--- config.mk ---
export PLATFORM = sky130hd
export DESIGN_NAME = mouse_axis_emu
export DESIGN_NICKNAME = d
export VERILOG_FILES = /design/src/rtl/mouse_axis_pkg.sv /design/src/rtl/axis_accum.sv /design/src/rtl/mouse_axis_emu.sv
export SDC_FILE = /design/constraint.sdc
export NUM_CORES = 1
export LEC_CHECK = 0
export BUFFER_PORTS_ARGS = -buffer_cell sky130_fd_sc_hd__buf_2
export CAP_MARGIN = 20
export CORE_ASPECT_RATIO = 0.75
export CORE_MARGIN = 5
export CORE_UTILIZATION = 46
export CTS_BUF_LIST = sky130_fd_sc_hd__clkbuf_8 sky130_fd_sc_hd__clkbuf_16
export CTS_CLUSTER_DIAMETER = 60
export DETAILED_ROUTE_END_ITERATION = 8
export PLACE_DENSITY = 0.78
export SKIP_CTS_REPAIR_TIMING = 1
export SYNTH_ARGS = -nofsm -noshare
export SYNTH_HDL_FRONTEND = slang
export SYNTH_SLANG_ARGS = --single-unit
--- constraint.sdc ---
create_clock -name CLK -period 3.7 [get_ports CLK]
set_input_delay 0.555 -clock CLK [delete_from_list [all_inputs] [get_ports CLK]]
set_output_delay 0.555 -clock CLK [all_outputs]
set_load 0.03 [all_outputs]
--- src/rtl/mouse_axis_pkg.sv ---
// Shared definitions for the mouse-to-analog-axis emulator: FSM states,
// PS/2 mouse word field positions and the digital joystick word width.
package mouse_axis_pkg;

    typedef enum logic [1:0] {
        ST_PASS     = 2'd0,
        ST_MOUSE    = 2'd1,
        ST_RECENTER = 2'd2
    } state_t;

    // Field positions inside the 25-bit hps_io mouse word
    localparam int STB     = 24;
    localparam int YSGN    = 5;
    localparam int XSGN    = 4;
    localparam int X_LSB   = 8;
    localparam int Y_LSB   = 16;
    localparam int BTN_LSB = 0;

    // Digital joystick word width per port
    localparam int JOYD_W  = 21;

endpackage

--- src/rtl/axis_accum.sv ---
// One saturating absolute axis: sign-extends a raw PS/2 delta, scales it
// down, clamps the per-packet step, then adds (or subtracts) it with
// saturation. Also supports a synchronous clear and a 1-LSB recentre step.
module axis_accum #(
    parameter int AXIS_W    = 8,
    parameter int DIV_SHIFT = 1,
    parameter int MAX_STEP  = 10
) (
    input  logic              i_clk,
    input  logic              i_rst_n,
    input  logic [7:0]        i_mag,
    input  logic              i_sign,
    input  logic              i_load,
    input  logic              i_invert,
    input  logic              i_clear,
    input  logic              i_step,
    output logic [AXIS_W-1:0] o_acc
);
    localparam int SW = AXIS_W + 2;
    localparam logic signed [31:0]   CLAMP  = MAX_STEP;
    localparam logic signed [SW-1:0] SAT_HI = {3'b000, {(AXIS_W-1){1'b1}}};
    localparam logic signed [SW-1:0] SAT_LO = {3'b111, {(AXIS_W-1){1'b0}}};

    logic [9:0]               w_raw;
    logic signed [31:0]       w_ext;
    logic signed [31:0]       w_shift;
    logic signed [31:0]       w_lim;
    logic [31-SW:0]           w_unused_hi;
    logic signed [SW-1:0]     w_dlt;
    logic signed [SW-1:0]     w_acc;
    logic signed [SW-1:0]     w_sum;
    logic [AXIS_W-1:0]        w_sat;
    logic [AXIS_W-1:0]        r_acc;

    // PS/2 delta is a 9-bit two's complement value; widen to 10 then 32 bits
    assign w_raw       = {i_sign, i_sign, i_mag};
    assign w_ext       = {{22{w_raw[9]}}, w_raw};
    assign w_shift     = w_ext >>> DIV_SHIFT;
    assign w_dlt       = w_lim[SW-1:0];
    assign w_unused_hi = w_lim[31:SW];
    assign w_acc       = {{2{r_acc[AXIS_W-1]}}, r_acc};
    assign w_sum       = i_invert ? (w_acc - w_dlt) : (w_acc + w_dlt);

    // Clamp the scaled delta, then saturate the widened sum to the axis range
    always_comb begin
        w_lim = w_shift;
        if (w_shift > CLAMP)
            w_lim = CLAMP;
        else if (w_shift < -CLAMP)
            w_lim = -CLAMP;
        w_sat = w_sum[AXIS_W-1:0];
        if (w_sum > SAT_HI)
            w_sat = SAT_HI[AXIS_W-1:0];
        else if (w_sum < SAT_LO)
            w_sat = SAT_LO[AXIS_W-1:0];
    end

    // Clear beats a new packet, which beats the recentre decay
    always_ff @(posedge i_clk or negedge i_rst_n) begin
        if (!i_rst_n)
            r_acc <= '0;
        else if (i_clear)
            r_acc <= '0;
        else if (i_load)
            r_acc <= w_sat;
        else if (i_step && (r_acc != '0))
            r_acc <= r_acc[AXIS_W-1] ? (r_acc + 1'b1) : (r_acc - 1'b1);
    end

    assign o_acc = r_acc;

endmodule

--- src/rtl/mouse_axis_emu.sv ---
// Mouse-to-analog-axis emulator. PS/2 mouse packets drive saturating X/Y
// positions on one selectable controller port; otherwise the real sticks
// pass through. Optional macro MOUSE_RECENTER_EN adds an idle timeout that
// slowly walks both axes back to centre.
module mouse_axis_emu
    import mouse_axis_pkg::*;
#(
    parameter int AXIS_W       = 8,
    parameter int NUM_PORTS    = 4,
    parameter int DIV_SHIFT    = 1,
    parameter int MAX_STEP     = 10,
    parameter int IDLE_CYCLES  = 1 << 22,
    parameter int RECENTER_DIV = 1 << 14
) (
    input  logic                            CLK,
    input  logic                            RESET_N,
    input  logic [24:0]                     PS2_MOUSE,
    input  logic [NUM_PORTS*2*AXIS_W-1:0]   JOYA,
    input  logic [NUM_PORTS*JOYD_W-1:0]     JOYD,
    input  logic [$clog2(NUM_PORTS)-1:0]    PORT_SEL,
    input  logic                            INVERT_Y,
    input  logic                            CPU_HALT,
    output logic [NUM_PORTS*2*AXIS_W-1:0]   AXIS_OUT,
    output logic [NUM_PORTS*JOYD_W-1:0]     JOYD_OUT,
    output logic                            MOUSE_ACTIVE
);
    localparam int PSW = $clog2(NUM_PORTS);
    localparam int PW  = 2 * AXIS_W;

    state_t                              r_state;
    logic                                r_primed;
    logic                                r_stb;
    logic                                r_active;
    logic                                w_pkt;
    logic                                w_exit;
    logic                                w_load;
    logic                                w_clr;
    logic                                w_step;
    logic [AXIS_W-1:0]                   w_acc_x;
    logic [AXIS_W-1:0]                   w_acc_y;
    logic [NUM_PORTS-1:0][PW-1:0]        w_joya;
    logic [NUM_PORTS-1:0][PW-1:0]        r_axis;
    logic [NUM_PORTS-1:0][JOYD_W-1:0]    w_joyd;
    logic [NUM_PORTS-1:0][JOYD_W-1:0]    r_joyd;
    logic                                w_unused;

    assign w_joya   = JOYA;
    assign w_joyd   = JOYD;
    assign w_unused = ^{PS2_MOUSE[7:6], PS2_MOUSE[3:2]};

    // A packet is a strobe toggle, but only once the strobe has been sampled
    assign w_pkt  = r_primed && (PS2_MOUSE[STB] != r_stb);
    // Real stick movement or a halted CPU hands the port back
    assign w_exit = CPU_HALT || (w_joya[PORT_SEL] != '0);
    assign w_load = w_pkt && !w_exit;
    assign w_clr  = (r_state != ST_PASS) && w_exit;

    // Strobe history; the first cycle after reset only primes it
    always_ff @(posedge CLK or negedge RESET_N) begin
        if (!RESET_N) begin
            r_primed <= 1'b0;
            r_stb    <= 1'b0;
        end else begin
            r_primed <= 1'b1;
            r_stb    <= PS2_MOUSE[STB];
        end
    end

`ifdef MOUSE_RECENTER_EN
    localparam int IW = $clog2(IDLE_CYCLES);
    localparam int DW = $clog2(RECENTER_DIV);
    localparam logic [IW-1:0] IDLE_LAST = IW'(IDLE_CYCLES - 1);
    localparam logic [DW-1:0] DIV_LAST  = DW'(RECENTER_DIV - 1);

    logic [IW-1:0] r_idle;
    logic [DW-1:0] r_div;

    // Idle timer in MOUSE, decay prescaler in RECENTER; any packet restarts both
    always_ff @(posedge CLK or negedge RESET_N) begin
        if (!RESET_N) begin
            r_idle <= '0;
            r_div  <= '0;
        end else if ((r_state == ST_PASS) || w_pkt || w_exit) begin
            r_idle <= '0;
            r_div  <= '0;
        end else if (r_state == ST_MOUSE) begin
            r_div <= '0;
            if (r_idle != IDLE_LAST)
                r_idle <= r_idle + 1'b1;
        end else begin
            r_div <= (r_div == DIV_LAST) ? '0 : (r_div + 1'b1);
        end
    end

    assign w_step = (r_state == ST_RECENTER) && (r_div == DIV_LAST);
`else
    localparam int unused_cfg = IDLE_CYCLES ^ RECENTER_DIV;
    assign w_step = 1'b0;
`endif

    // Mode FSM: exit has priority over a same-cycle packet
    always_ff @(posedge CLK or negedge RESET_N) begin
        if (!RESET_N)
            r_state <= ST_PASS;
        else if (w_exit)
            r_state <= ST_PASS;
        else if (w_pkt)
            r_state <= ST_MOUSE;
`ifdef MOUSE_RECENTER_EN
        else if ((r_state == ST_MOUSE) && (r_idle == IDLE_LAST))
            r_state <= ST_RECENTER;
`endif
    end

    axis_accum #(.AXIS_W(AXIS_W), .DIV_SHIFT(DIV_SHIFT), .MAX_STEP(MAX_STEP)) u_acc_x (
        .i_clk    (CLK),
        .i_rst_n  (RESET_N),
        .i_mag    (PS2_MOUSE[X_LSB +: 8]),
        .i_sign   (PS2_MOUSE[XSGN]),
        .i_load   (w_load),
        .i_invert (1'b0),
        .i_clear  (w_clr),
        .i_step   (w_step),
        .o_acc    (w_acc_x)
    );

    axis_accum #(.AXIS_W(AXIS_W), .DIV_SHIFT(DIV_SHIFT), .MAX_STEP(MAX_STEP)) u_acc_y (
        .i_clk    (CLK),
        .i_rst_n  (RESET_N),
        .i_mag    (PS2_MOUSE[Y_LSB +: 8]),
        .i_sign   (PS2_MOUSE[YSGN]),
        .i_load   (w_load),
        .i_invert (INVERT_Y),
        .i_clear  (w_clr),
        .i_step   (w_step),
        .o_acc    (w_acc_y)
    );

    // Output register: selected port shows the mouse while not in PASS
    always_ff @(posedge CLK or negedge RESET_N) begin
        if (!RESET_N) begin
            r_axis   <= '0;
            r_joyd   <= '0;
            r_active <= 1'b0;
        end else begin
            r_active <= (r_state != ST_PASS);
            for (int p = 0; p < NUM_PORTS; p++) begin
                if ((r_state != ST_PASS) && (PORT_SEL == PSW'(p))) begin
                    r_axis[p] <= {w_acc_y, w_acc_x};
                    r_joyd[p] <= {w_joyd[p][JOYD_W-1:6], PS2_MOUSE[BTN_LSB +: 2], w_joyd[p][3:0]};
                end else begin
                    r_axis[p] <= w_joya[p];
                    r_joyd[p] <= w_joyd[p];
                end
            end
        end
    end

    assign AXIS_OUT     = r_axis;
    assign JOYD_OUT     = r_joyd;
    assign MOUSE_ACTIVE = r_active;

endmodule

## Word level (Yosys, flattened, before mapping)

Index checks and enable logic that the tools add are counted.
Widths: inputs -> output; s select.

- Register bits: 169
- Input port bits: 179

- $add $sub $neg: 3
- $lt $le $gt $ge: 9
- Equal/unequal tests: 4
- Mux-type cells: 25
- Reductions and logical operators: 14

Operators with widths:

| kind | number |
|---|---|
| $mux 16 | 5 |
| $mux 8 | 8 |
| $mux 10 | 5 |
| $bmux 16 s2 | 1 |
| $mux 6 | 4 |
| $add 8x10->10 | 2 |
| $gt 10x8->1 const B | 2 |
| $lt 10x8->1 const B | 2 |
| $gt 8x5->1 const B | 2 |
| $lt 8x5->1 const B | 2 |
| $reduce_bool 16->1 | 1 |
| $sub 8x10->10 | 1 |
| $logic_and 1x1->1 | 7 |
| $reduce_bool 2->1 | 3 |
| $eq 2x2->1 const B | 2 |
| $mux 2 | 2 |
| $lt 2x3->1 const B | 1 |
| $eq 2x1->1 const B | 1 |
| $logic_not 2->1 | 1 |
| $logic_not 1->1 | 1 |
| $logic_or 1x1->1 | 1 |
| $ne 1x1->1 | 1 |

## Longest topological paths before layout

- Depth in word-level cells: 10
- Gate-level depth with buffers: 22
- Mapped depth without buffers: 21

## Modules after synthesis

A second synthesis with hierarchy kept.

- Cell total of the unflattened synthesis: 669
- Area total of the unflattened synthesis: 7940.1 sq um

By module, submodules not included:

| module | instances | cells each | area each (sq um) | sequential area each (sq um) |
|---|---|---|---|---|
| mouse_axis_emu | 1 | 269 | 4956.0 | 3803.6 |
| axis_accum at u_acc_y | 1 | 200 | 1495.2 | 200.2 |
| axis_accum at u_acc_x | 1 | 200 | 1488.9 | 200.2 |

## Worst setup path after synthesis

No wires, ideal clock.

- Path kind: input -> register
- Start point: input port PS2_MOUSE[22]
- End point: register u_acc_y.r_acc[4], in the netlist u_acc_y.o_acc[4]
- Setup time: 0.126 ns
- Arrival: 4.130 ns
- Data required time: 3.574 ns
- Setup slack: -0.556 ns
- Cell stages on the path: 21
- Path buffers: 1
- Cell sequence: nand4_1 or2_2 ha_1 clkbuf_1 nor2_1 and2_1 inv_1 ha_1 nand2_1 nor4_1 a21oi_1 o311ai_0 ha_1 nor3_1 nor2_1 o41ai_1 xor2_1 a21oi_1 o211ai_1 nor2_2 a221o_1

- Longest elaborated chain between the ends: 10
- Elaborated cells on any way between the ends: 13

Ends and longest elaborated chain:

| item | line | source |
|---|---|---|
| start: declaration | mouse_axis_emu.sv:17 | `input logic [24:0] PS2_MOUSE,` |
| $lt 8x5->1 | axis_accum.sv:49 | `else if (w_shift < -CLAMP)` |
| $mux 10 | axis_accum.sv:49 |  |
| $mux 10 * | axis_accum.sv:47 | `if (w_shift > CLAMP)` |
| $add 8x10->10 or $sub 8x10->10 (tied branches) | axis_accum.sv:42 | `assign w_sum = i_invert ? (w_acc - w_dlt) : (w_acc + w_dlt);` |
| $mux 10 * | axis_accum.sv:42 |  |
| $lt 10x8->1 | axis_accum.sv:54 | `else if (w_sum < SAT_LO)` |
| $mux 8 | axis_accum.sv:54 |  |
| $mux 8 * | axis_accum.sv:52 | `if (w_sum > SAT_HI)` |
| $mux 8 * | axis_accum.sv:64 | `else if (i_load)` |
| $mux 8 * | axis_accum.sv:62 | `else if (i_clear)` |
| end signal: assignment | axis_accum.sv:65 | `r_acc <= w_sat;` |
| end signal: assignment | axis_accum.sv:67 | `r_acc <= r_acc[AXIS_W-1] ? (r_acc + 1'b1) : (r_acc - 1'b1);` |
| end: declaration | axis_accum.sv:33 | `logic [AXIS_W-1:0] r_acc;` |

Every way passes the cells marked *; elsewhere a longest branch is shown, timed or not. The select of a mux whose other input is x is not followed.
A chain may end at the register's enable or synchronous reset.

## Final worst setup path

Ends and elaborated chain as after synthesis.

==> impl_metrics.yaml <==
logic_synthesis:
  synth_cells: 500
  syn_nets: 701
  number_of_flops_mapped_to_enable_cells_by_yosys: 0
  synth_area_leaders: "sky130_fd_sc_hd__dfrtp_1, sky130_fd_sc_hd__mux2_2, sky130_fd_sc_hd__ha_1, sky130_fd_sc_hd__nor4_1, sky130_fd_sc_hd__nand2_1"
  synth_async_sr_flop_share: 1.00
  ys_seq_area_frac: 0.627
  syn_avg_cell_area_um2: 13.4
  synth_top_area_share: 0.627
  synth_seq_cells: 168
  yosys_warnings: 0
  synth.distinct_cells: 49
  synthDominantAreaCellType: "sky130_fd_sc_hd__dfrtp_1"
  synth-main-ff-cell: "sky130_fd_sc_hd__dfrtp_1"
  netlist_area_mm2: 0.00670
layout:
  final_area_mm2: 0.00971
  sequential_standard_cell_area_mm2: 0.00420
  layout-area-overhead-vs-synth_pct: 44.9
  layout-drive-gt1-share: 0.567
  layout.filler_cells: 1091
  fin_nets: 1088
  mostFrequentLayoutCell: "sky130_fd_sc_hd__buf_2"
  mostFrequentLayoutCells: "sky130_fd_sc_hd__buf_2, sky130_fd_sc_hd__dfrtp_1, sky130_fd_sc_hd__mux2_2"
  multi_input_comb_area_mm2: 0.00254
place:
  place.detailed.hpwl_mm: 17.3
  port_buffers: 321
  post-place-ws_ns: -0.732
  routabilityCongestion: 0.816
  post_dp_cell_area_mm2: 0.00900
routing:
  num_vias: 5425
  antenna_left: 0
  route.detailed.wl_per_inst_um: 19.8
  routed_wirelength_mm: 21.8
  drc_errors: 0
  viasPerCell: 4.93
  drt_first_iter_violations: 212
  detailedRoute.firstPassIterationCount: 4
clocking:
  tritoncts: "built"
  sinks_on_the_clock_net: 168
  number_of_buffers_inserted_during_clock_tree_synthesis: 17
  clock_tree.root_cell: "sky130_fd_sc_hd__clkbuf_16"
  cts.path.max_buffers: 2
  worst_setup_hold_path_clk_slew_ns: 0.06
  ctsHtreeMaxLevel: 4
  clkLatencyLatePin_ns: 0.43
die:
  top_level_ports: 328
  core_mm2: 0.0144
  start_util: 0.467
  rows: 38
  chipHeight_um: 115
  dieWidth_um: 149
  fp.dieArea_mm2: 0.0171
worst_setup_path:
  worst-endpoint-required_ns: 4.01
  worst_r2r_path_depth: 12
  critical_path_peak_fanout: 7
  path_cells: "buf_6, or3_4, a22o_4, nor2_4, and2_4, inv_2, ha_4, buf_4, nor2_1, xor2_1, ha_1, a21oi_2, o211ai_1, o41ai_2, xor2_1, buf_4, nor3b_1, o21a_4, a221o_1"
  worstSetupStartpointType: "input port"
  worst-path-stages: 19
  slowest_stage_delay_on_critical_path_ns: 0.38
  worstPathArrival_ns: 4.10
  critPathKind: "input port to flop"
  worst_path_dominant_cell_family: "compound AO/OA/AOI/OAI gates"
  timing.critical_path.buf_inv: 4
  critical_path.endpoint_type: "flop"
  cell_at_the_slowest_stage_of_the_critical_path: "sky130_fd_sc_hd__or3_4"
power:
  powerDensity_mw_per_mm2: 448
  leakage_nw: 4.83
  vdd_drop_max_uv: 263
global_routing:
  grt_pass1_wl_mm: 32.5
  grt_antenna_before_repair: 3
  global_route.usage.total: 0.255
  grt_max_degree: 81
  via_count_of_the_first_global_routing_pass: 5676
  grt_overflow: 0
timing:
  timing.final.crit_share: 1.02
  transition_time_at_the_pin_with_the_least_slew_margin_ns: 1.03
  min_period_ns: 3.79
  slew_headroom: 0.314
  timing.clock.skew_ns: 0.00568
  setup_viol: 6
  maxClockFrequency_mhz: 264
  final-max-slew-violation-count: 0
  layout_setup_ws_ns: -0.0895
  finalSetupTns_ns: -0.383
  grt_setup_unrepaired: "true"
  timing_hold_violations_final: 0
status:
  violated_checks: "negative setup slack"
  outcome: "finished with violations"
run:
  cap_viol_max_count: 0
min_path:
  worst_hold_path_type: "input port to asynchronous set/reset pin"
[routing by layer]
| metal | GRT usage | up-vias | part of all wire |
|---|---|---|---|
| li1 | - | 2575 | - |
| met1 | 0.304 | 2620 | 0.37 |
| met3 | 0.0823 | 48 | 0.082 |
| met2 | 0.437 | 178 | 0.52 |
| met5 | 0 | - | 0.0011 |
| met4 | 0.0890 | 4 | 0.021 |
[cell families (layout without fill, tap and decap cells)]
group / after synthesis / in the layout / synth area share
other: 1 / 2 / 0.000559
xor gates and xnor gates: 15 / 15 / 0.0207
AOI/OAI and AO/OA: 79 / 79 / 0.0838
adders and majority gates: 22 / 22 / 0.0433
and+or+nand+nor: 119 / 119 / 0.0902
DFF: 168 / 168 / 0.627
muxes: 71 / 71 / 0.120
buffers and inverters: 25 / 425 / 0.0140
[metrics by stage]
| stage | power (mW) | cells | hold slack, ns | util |
|---|---|---|---|---|
| after detailed placement | 2.62 | 1065 | 0.509 | 0.627 |
| after CTS | 4.35 | 1097 | 0.0631 | 0.667 |
| after global placement | 2.60 | 1065 | 0.496 | 0.627 |
| after floorplan | 2.30 | 500 | 0.259 | - |
| after global routing | 4.51 | 1101 | 0.0787 | 0.676 |
| final | 4.35 | 1101 | 0.0587 | 0.676 |
[sequential cells by signal, indices dropped and copies added (netlist names)]
| register | flops |
|---|---|
| JOYD_OUT | 84 |
| AXIS_OUT | 64 |
| u_acc_x.o_acc | 8 |
| u_acc_y.o_acc | 8 |
| MOUSE_ACTIVE | 1 |
| r_primed | 1 |
| r_state | 1 |
| r_stb | 1 |
[power breakdown]
group | total [mW] | switching [mW] | internal, mW
logic | 0.667 | 0.408 | 0.259
clock network | 1.74 | 0.759 | 0.982
registers | 1.94 | 0.0224 | 1.92
[cells in the mapped netlist (all sizes together) (3+ instances only)]
| library cell | count |
|---|---|
| and2 | 4 |
| nand2b | 3 |
| a221o | 5 |
| nand3 | 4 |
| mux2 | 66 |
| ha | 20 |
| mux2i | 4 |
| o21ai | 19 |
| a21boi | 4 |
| nor3b | 3 |
| o211ai | 9 |
| nand4 | 7 |
| nor3 | 7 |
| or2 | 4 |
| xor2 | 9 |
| a31oi | 5 |
| inv | 14 |
| xnor2 | 6 |
| a21oi | 14 |
| a22o | 3 |
| nand2 | 28 |
| clkbuf | 10 |
| nor2b | 5 |
| or3 | 5 |
| nor4 | 17 |
| o311ai | 3 |
| dfrtp | 168 |
| a21o | 5 |
| nor2 | 29 |
| o21a | 3 |
[layout make-up]
class	count	area share
tap	200	0.0258
inverter	14	0.00541
clock buffer	19	0.0466
clock inverter	13	0.0138
timing repair buffer	379	0.213
antenna	1	0.000258
sequential	168	0.433
multi-input combinational	307	0.262
[path summary, 6_finish.rpt]
path,from,to,slack (ns)
setup reg to reg,u_acc_y.o_acc[0],u_acc_y.o_acc[4],0.76
hold reg to reg,r_state[0],MOUSE_ACTIVE,0.53
min in group CLK,JOYD[61],JOYD_OUT[61],0.22
hold / removal,RESET_N,AXIS_OUT[6],0.06
max in group asynchronous,RESET_N,AXIS_OUT[26],2.76
setup / recovery,PS2_MOUSE[22],u_acc_y.o_acc[4],-0.09
[worst reg2reg max path, delay by kind of cell, from the launching register on]
family	cells	cell delay, ns
AOI/OAI and AO/OA	5	1.24
xor gates and xnor gates	1	0.22
adders and majority gates	2	0.55
buffers and inverters	3	0.36
DFF	1	0.41
and+or+nand+nor	1	0.05
Power figures use the tool's default switching activity.
